File: src/rtl/fetch_sequencer_if.sv
// rtl/fetch_sequencer_if.sv - fetch/decode/imem/redirect bundle for fetch_sequencer
//
// Purpose: groups every non-clock signal of the fetch sequencer.
// Ports (master = fetch_sequencer side):
//   imem_addr      out  byte address to instruction memory (current PC)
//   imem_instr     in   instruction word for imem_addr (combinational)
//   out_valid      out  head queue entry valid
//   out_ready      in   decode accepts head entry
//   out_instr      out  head entry instruction word
//   out_pc         out  head entry byte PC
//   redirect_valid in   one-cycle fetch restart request
//   redirect_pc    in   restart byte address (bits [1:0] ignored)
//   fetch_fault    out  FAULT state with empty queue
//   queue_count    out  occupied queue entries (0..2)

interface fetch_sequencer_if #(
  parameter int WORD_SIZE = 32
);
  logic [WORD_SIZE-1:0] imem_addr;
  logic [WORD_SIZE-1:0] imem_instr;
  logic                 out_valid;
  logic                 out_ready;
  logic [WORD_SIZE-1:0] out_instr;
  logic [WORD_SIZE-1:0] out_pc;
  logic                 redirect_valid;
  logic [WORD_SIZE-1:0] redirect_pc;
  logic                 fetch_fault;
  logic [1:0]           queue_count;

  modport master (
    output imem_addr,
    input  imem_instr,
    output out_valid,
    input  out_ready,
    output out_instr,
    output out_pc,
    input  redirect_valid,
    input  redirect_pc,
    output fetch_fault,
    output queue_count
  );

  modport slave (
    input  imem_addr,
    output imem_instr,
    input  out_valid,
    output out_ready,
    input  out_instr,
    input  out_pc,
    output redirect_valid,
    output redirect_pc,
    input  fetch_fault,
    input  queue_count
  );
endinterface

File: src/rtl/fetch_sequencer.sv
// rtl/fetch_sequencer.sv - instruction fetch controller with 2-entry output queue
//
// Purpose: owns the PC, fetches from a combinational instruction memory,
// buffers {instr, pc} pairs in a 2-entry FIFO for decode, handles redirects
// and parks in FAULT when the PC walks past the end of memory.
// Ports:
//   clk    in  system clock, rising edge
//   rst_n  in  asynchronous active-low reset
//   bus    fetch_sequencer_if.master (see interface file for signal list)

module fetch_sequencer #(
  parameter int                   WORD_SIZE = 32,
  parameter int                   MEM_DEPTH = 25,
  parameter logic [WORD_SIZE-1:0] RESET_PC  = '0
) (
  input  logic                clk,
  input  logic                rst_n,
  fetch_sequencer_if.master   bus
);

  localparam int IDXW = WORD_SIZE - 2;
  localparam logic [IDXW-1:0] DEPTH_IDX = IDXW'(MEM_DEPTH);

  typedef enum logic [0:0] {
    ST_RUN   = 1'b0,
    ST_FAULT = 1'b1
  } state_t;

  state_t               state, state_nxt;
  logic [WORD_SIZE-1:0] pc, pc_nxt;
  logic [1:0]           count, count_nxt;

  // Queue storage: head is always slot 0 so outputs come straight from flops.
  logic [WORD_SIZE-1:0] head_instr, head_pc;
  logic [WORD_SIZE-1:0] tail_instr, tail_pc;

  logic                 in_range;
  logic                 pop;
  logic                 enq;
  logic                 head_load_new;
  logic                 head_load_tail;
  logic                 tail_load_new;
  logic [WORD_SIZE-1:0] redirect_aligned;

  // Masking keeps every redirect_pc bit in the logic cone.
  assign redirect_aligned = bus.redirect_pc & ~WORD_SIZE'(3);

  // ---------------- FSM state register ----------------
  always_ff @(posedge clk or negedge rst_n) begin
    if (!rst_n) begin
      state <= ST_RUN;
    end else begin
      state <= state_nxt;
    end
  end

  // ---------------- next-state, fetch and queue control ----------------
  always_comb begin
    state_nxt      = state;
    pc_nxt         = pc;
    count_nxt      = count;
    head_load_new  = 1'b0;
    head_load_tail = 1'b0;
    tail_load_new  = 1'b0;

    in_range = (pc[WORD_SIZE-1:2] < DEPTH_IDX);
    pop      = (count != 2'd0) && bus.out_ready;
    enq      = (state == ST_RUN) && in_range && !bus.redirect_valid &&
               ((count < 2'd2) || pop);

    if (bus.redirect_valid) begin
      // Redirect wins over everything; a same-cycle pop is simply lost with
      // the rest of the flushed queue, which is what decode expects.
      state_nxt = ST_RUN;
      pc_nxt    = redirect_aligned;
      count_nxt = 2'd0;
    end else begin
      if ((state == ST_RUN) && !in_range) begin
        state_nxt = ST_FAULT;
      end

      if (enq) begin
        pc_nxt = pc + WORD_SIZE'(4);
      end

      case ({pop, enq})
        2'b10:   count_nxt = count - 2'd1;
        2'b01:   count_nxt = count + 2'd1;
        default: count_nxt = count;
      endcase

      // Shift the second entry forward when the head leaves a full queue.
      if (pop && (count == 2'd2)) begin
        head_load_tail = 1'b1;
      end

      // New word lands in the head slot if the queue is (or becomes) empty
      // at the head position, otherwise behind it.
      if (enq) begin
        if ((count == 2'd0) || ((count == 2'd1) && pop)) begin
          head_load_new = 1'b1;
        end else begin
          tail_load_new = 1'b1;
        end
      end
    end
  end

  // ---------------- PC and count ----------------
  always_ff @(posedge clk or negedge rst_n) begin
    if (!rst_n) begin
      pc    <= RESET_PC;
      count <= 2'd0;
    end else begin
      pc    <= pc_nxt;
      count <= count_nxt;
    end
  end

  // ---------------- queue data ----------------
  always_ff @(posedge clk or negedge rst_n) begin
    if (!rst_n) begin
      head_instr <= '0;
      head_pc    <= '0;
      tail_instr <= '0;
      tail_pc    <= '0;
    end else begin
      if (head_load_new) begin
        head_instr <= bus.imem_instr;
        head_pc    <= pc;
      end else if (head_load_tail) begin
        head_instr <= tail_instr;
        head_pc    <= tail_pc;
      end
      if (tail_load_new) begin
        tail_instr <= bus.imem_instr;
        tail_pc    <= pc;
      end
    end
  end

  // ---------------- outputs ----------------
  assign bus.imem_addr   = pc;
  assign bus.out_valid   = (count != 2'd0);
  assign bus.out_instr   = head_instr;
  assign bus.out_pc      = head_pc;
  assign bus.fetch_fault = (state == ST_FAULT) && (count == 2'd0);
  assign bus.queue_count = count;

endmodule

File: src/flat_wrapper.sv
// flat-port wrapper written by rule: the top's interface ports become plain ports
module fetch_sequencer_flat 
#(
  parameter int                   WORD_SIZE = 32,
  parameter int                   MEM_DEPTH = 25,
  parameter logic [WORD_SIZE-1:0] RESET_PC  = '0
)
  (clk, rst_n, bus_imem_addr, bus_imem_instr, bus_out_valid, bus_out_ready, bus_out_instr, bus_out_pc, bus_redirect_valid, bus_redirect_pc, bus_fetch_fault, bus_queue_count);
  fetch_sequencer_if #(.WORD_SIZE(WORD_SIZE)) bus_i ();
  input  logic clk;
  input  logic rst_n;
  output wire logic [$bits(bus_i.imem_addr)-1:0] bus_imem_addr;
  input wire logic [$bits(bus_i.imem_instr)-1:0] bus_imem_instr;
  output wire logic [$bits(bus_i.out_valid)-1:0] bus_out_valid;
  input wire logic [$bits(bus_i.out_ready)-1:0] bus_out_ready;
  output wire logic [$bits(bus_i.out_instr)-1:0] bus_out_instr;
  output wire logic [$bits(bus_i.out_pc)-1:0] bus_out_pc;
  input wire logic [$bits(bus_i.redirect_valid)-1:0] bus_redirect_valid;
  input wire logic [$bits(bus_i.redirect_pc)-1:0] bus_redirect_pc;
  output wire logic [$bits(bus_i.fetch_fault)-1:0] bus_fetch_fault;
  output wire logic [$bits(bus_i.queue_count)-1:0] bus_queue_count;
  assign bus_imem_addr = bus_i.imem_addr;
  assign bus_i.imem_instr = bus_imem_instr;
  assign bus_out_valid = bus_i.out_valid;
  assign bus_i.out_ready = bus_out_ready;
  assign bus_out_instr = bus_i.out_instr;
  assign bus_out_pc = bus_i.out_pc;
  assign bus_i.redirect_valid = bus_redirect_valid;
  assign bus_i.redirect_pc = bus_redirect_pc;
  assign bus_fetch_fault = bus_i.fetch_fault;
  assign bus_queue_count = bus_i.queue_count;
  fetch_sequencer #(.WORD_SIZE(WORD_SIZE), .MEM_DEPTH(MEM_DEPTH), .RESET_PC(RESET_PC)) u_core (.clk(clk), .rst_n(rst_n), .bus(bus_i));
endmodule
File: config.mk
export PLATFORM = sky130hd
export DESIGN_NAME = fetch_sequencer_flat
export DESIGN_NICKNAME = d
export VERILOG_FILES = /design/src/rtl/fetch_sequencer_if.sv /design/src/rtl/fetch_sequencer.sv /design/src/flat_wrapper.sv
export SDC_FILE = /design/constraint.sdc
export NUM_CORES = 1
export LEC_CHECK = 0
export CAP_MARGIN = 20
export CORE_MARGIN = 5
export CORE_UTILIZATION = 53
export DETAILED_ROUTE_END_ITERATION = 10
export PLACE_DENSITY = 0.85
export SLEW_MARGIN = 20
export SYNTH_ARGS = -nofsm -noshare
export SYNTH_HDL_FRONTEND = slang
export SYNTH_SLANG_ARGS = --single-unit
File: constraint.sdc
create_clock -name clk -period 3.45 [get_ports clk]
set_input_delay 0.345 -clock clk [delete_from_list [all_inputs] [get_ports clk]]
set_output_delay 0.345 -clock clk [all_outputs]
set_load 0.02 [all_outputs]
==> metrics <==
number of global-route vias before repair 4888; clk_lat worst skew 0.42 ns; Pwr per Cell Area 461 mW/mm^2; clk slew on worst S/H paths 0.06 ns; share of flip-flops with an asynchronous set or reset 100%; Die Y 123 um; crit-path max FO 16; top-count cell post-synth dfrtp_1; Slew Limit Fails 0; final antenna-violating net count 0; cell-internal power 3.29 mW; clock power share 44.8%; clock sink count 157; Commonest cells post-synth dfrtp_1, mux2_2, mux2i_1; crit path time final 2.62 ns; Worst R2R Start u_core.bus.queue_count[1]$_DFFE_PN0P_; Finished Cell Area 0.00917 mm^2; total negative slack 0 ns; final number of hold-violating endpoints 0; NumNets Final 703; Longest Clk Path Bufs 2; hold_buf cts 0; CP max-delay cell and4_2; Post-DP Area 0.00856 mm^2; Avg Inst Size Synth 14.6 um^2; gr usage total 20.8%; max_cap viols 0; Final GP Congestion 0.824; switching power 933 uW; root buf cell clkbuf_16; die width 123 um; Setup Viol. Count Final 0; crit-path cells inv_1, ha_1, nand2b_2, a21oi_1, and4_2, buf_4, mux2_2; actual slew at the worst max-slew pin 0.921 ns; Synth top area share 57.7%; routed len/inst 18.0 um; row count 41; fraction of layout cells with a size suffix above 1 28.3%; CP max stage delay 0.56 ns; Worst path top cell family by delay simple AND/OR/NAND/NOR gates; status finished clean; drt via density 5.24; DR iter-0 viols 265; dominant cell type by area after synthesis dfrtp_1; CP endpoint kind flop; via count 4268; initial antenna violation count 0; synth top area cells dfrtp_1, mux2_2, mux2_4; Synth Register Bits 157; # DRC 0; CP startpoint kind flop; Slew HR 38.6%; Crit. path cell count 7; crit path buf inv count 2; R2R setup slack 0.83 ns; drt first pass iters 4; FF-to-FF End u_core.tail_pc[2]$_DFFE_PN0P_; number of flops mapped to enable cells by yosys 0; peak supply drop 0.000319 V; YS warnings 0; sequential area share after synthesis 57.7%; clk_skew 0.00850 ns; sequential power share 45.8%; cts bufs inserted 17; pin count of the biggest net entering global routing 101; FMAX 382 MHz; CP required 3.75 ns; dpl hpwl 10100 um; Sw Share 22.1%; initial core utilization 53.9%; htree depth 4; die area 0.0152 mm^2; Post-CTS Setup Bufs 0; CTS tree done; routed wire length 14700 um; layout overhead on the synthesized area 34.7%; IO Port Bufs 161; Comb power frac 9.4%; period utilization 75.9%; Mapped Cells 466; CP Class flop to flop; gr ovfl total 0; CP Data Arrival Time 2.92 ns; diode count 0; min-delay worst type input port to asynchronous set/reset pin; # IOs 168; post-cts sizing count 0; R2R depth 7; core area 0.0126 mm^2; Netlist cell types 39; RSZ-0062 raised after global routing no; Main synth FF type dfrtp_1; global-route wire length before repair 24400 um; Synth Cell Area 0.00681 mm^2; leakage power 4.18 nW
-- through the flow --
| stage | instances | total power [mW] | hold WS [ns] | utilization [%] | setup WS, ns |
|---|---|---|---|---|---|
| after floorplan | 469 | 2.12 | 0.0494 | - | 1.07 |
| after global placement | 783 | 2.35 | 0.483 | 67.9 | 0.888 |
| after detailed placement | 783 | 2.36 | 0.485 | 67.9 | 0.837 |
| after CTS | 814 | 4.27 | 0.0764 | 72.6 | 0.813 |
| after global routing | 814 | 4.38 | 0.103 | 72.6 | 0.646 |
| final | 814 | 4.22 | 0.0354 | 72.6 | 0.830 |
-- power groups by stage --
stage | Combinational [mW] | Sequential (mW) | Clock [mW]
floorplan | 0.119 | 2.00 | 0
global placement | 0.388 | 1.96 | 0
detailed placement | 0.398 | 1.97 | 0
CTS | 0.403 | 1.93 | 1.93
global route | 0.430 | 1.94 | 2.01
finish | 0.397 | 1.93 | 1.89
-- flip-flops by register name (all words and copies together), names as in the netlist --
signal	cells
u_core.state	1
u_core.bus.out_instr	32
u_core.bus.queue_count	2
u_core.bus.out_pc	30
u_core.tail_instr	32
u_core.tail_pc	30
u_core.bus.imem_addr	30
-- layer usage --
metal  part of all wire (%)  up-vias  track usage [%]  wire length (um)
met4                    2.1        0             8.30               314
met3                    7.3       27             7.46              1070
li1                       -     1974                -                 -
met1                     41     2147             25.0              5970
met2                     50      120             34.1              7330
met5                      0        -                0                 0
-- worst reg2reg max path: stages, from the launching register on --
cell	delay [ns]
dfrtp_1	0.45
inv_1	0.12
ha_1	0.23
nand2b_2	0.25
a21oi_1	0.26
and4_2	0.56
buf_4	0.29
mux2_2	0.35
-- final cells by class --
type	count	area, um^2
multi-input cells	277	2690
repair buffers	170	1710
clock buffers	24	492
flip-flops and latches	157	3930
clock inverters	7	110
well taps	172	215
inverters	7	26.3
fillers	868	3450
-- kinds of logic (layout without fill, tap and decap cells) --
| logic type | count (synthesis) | in the layout | synth area share (%) |
|---|---|---|---|
| compound gates | 19 | 19 | 2.32 |
| xor+xnor | 1 | 1 | 0.129 |
| fa+ha+maj | 5 | 5 | 0.919 |
| buf+inv | 35 | 208 | 3.02 |
| flops | 157 | 157 | 57.7 |
| mux | 162 | 162 | 27.9 |
| other cells | 1 | 4 | 0.0551 |
| simple gates | 86 | 86 | 7.96 |
-- placed cells by master, fill, tap and decap left out, types with 4 or more instances in the layout --
| master | count |
|---|---|
| a21oi_1 | 5 |
| buf_4 | 7 |
| clkbuf_16 | 17 |
| clkbuf_8 | 4 |
| clkdlybuf4s50_1 | 160 |
| clkinv_2 | 4 |
| conb_1 | 4 |
| dfrtp_1 | 157 |
| ha_1 | 5 |
| inv_1 | 7 |
| mux2_2 | 100 |
| mux2_4 | 30 |
| mux2i_1 | 32 |
| nand2_1 | 5 |
| nor2_1 | 31 |
| nor2b_1 | 29 |
-- worst max-delay path by stage --
stage / end / startpoint
global placement: u_core.tail_pc[5]$_DFFE_PN0P_ / bus_out_ready
CTS: u_core.tail_pc[2]$_DFFE_PN0P_ / u_core.bus.queue_count[1]$_DFFE_PN0P_
detailed placement: u_core.tail_pc[5]$_DFFE_PN0P_ / u_core.bus.queue_count[1]$_DFFE_PN0P_
global route: u_core.tail_pc[2]$_DFFE_PN0P_ / u_core.bus.queue_count[1]$_DFFE_PN0P_
finish: u_core.tail_pc[2]$_DFFE_PN0P_ / u_core.bus.queue_count[1]$_DFFE_PN0P_
floorplan: u_core.bus.out_instr[10]$_DFFE_PN0P_ / u_core.bus.queue_count[1]$_DFFE_PN0P_
Power figures use the tool's default switching activity.
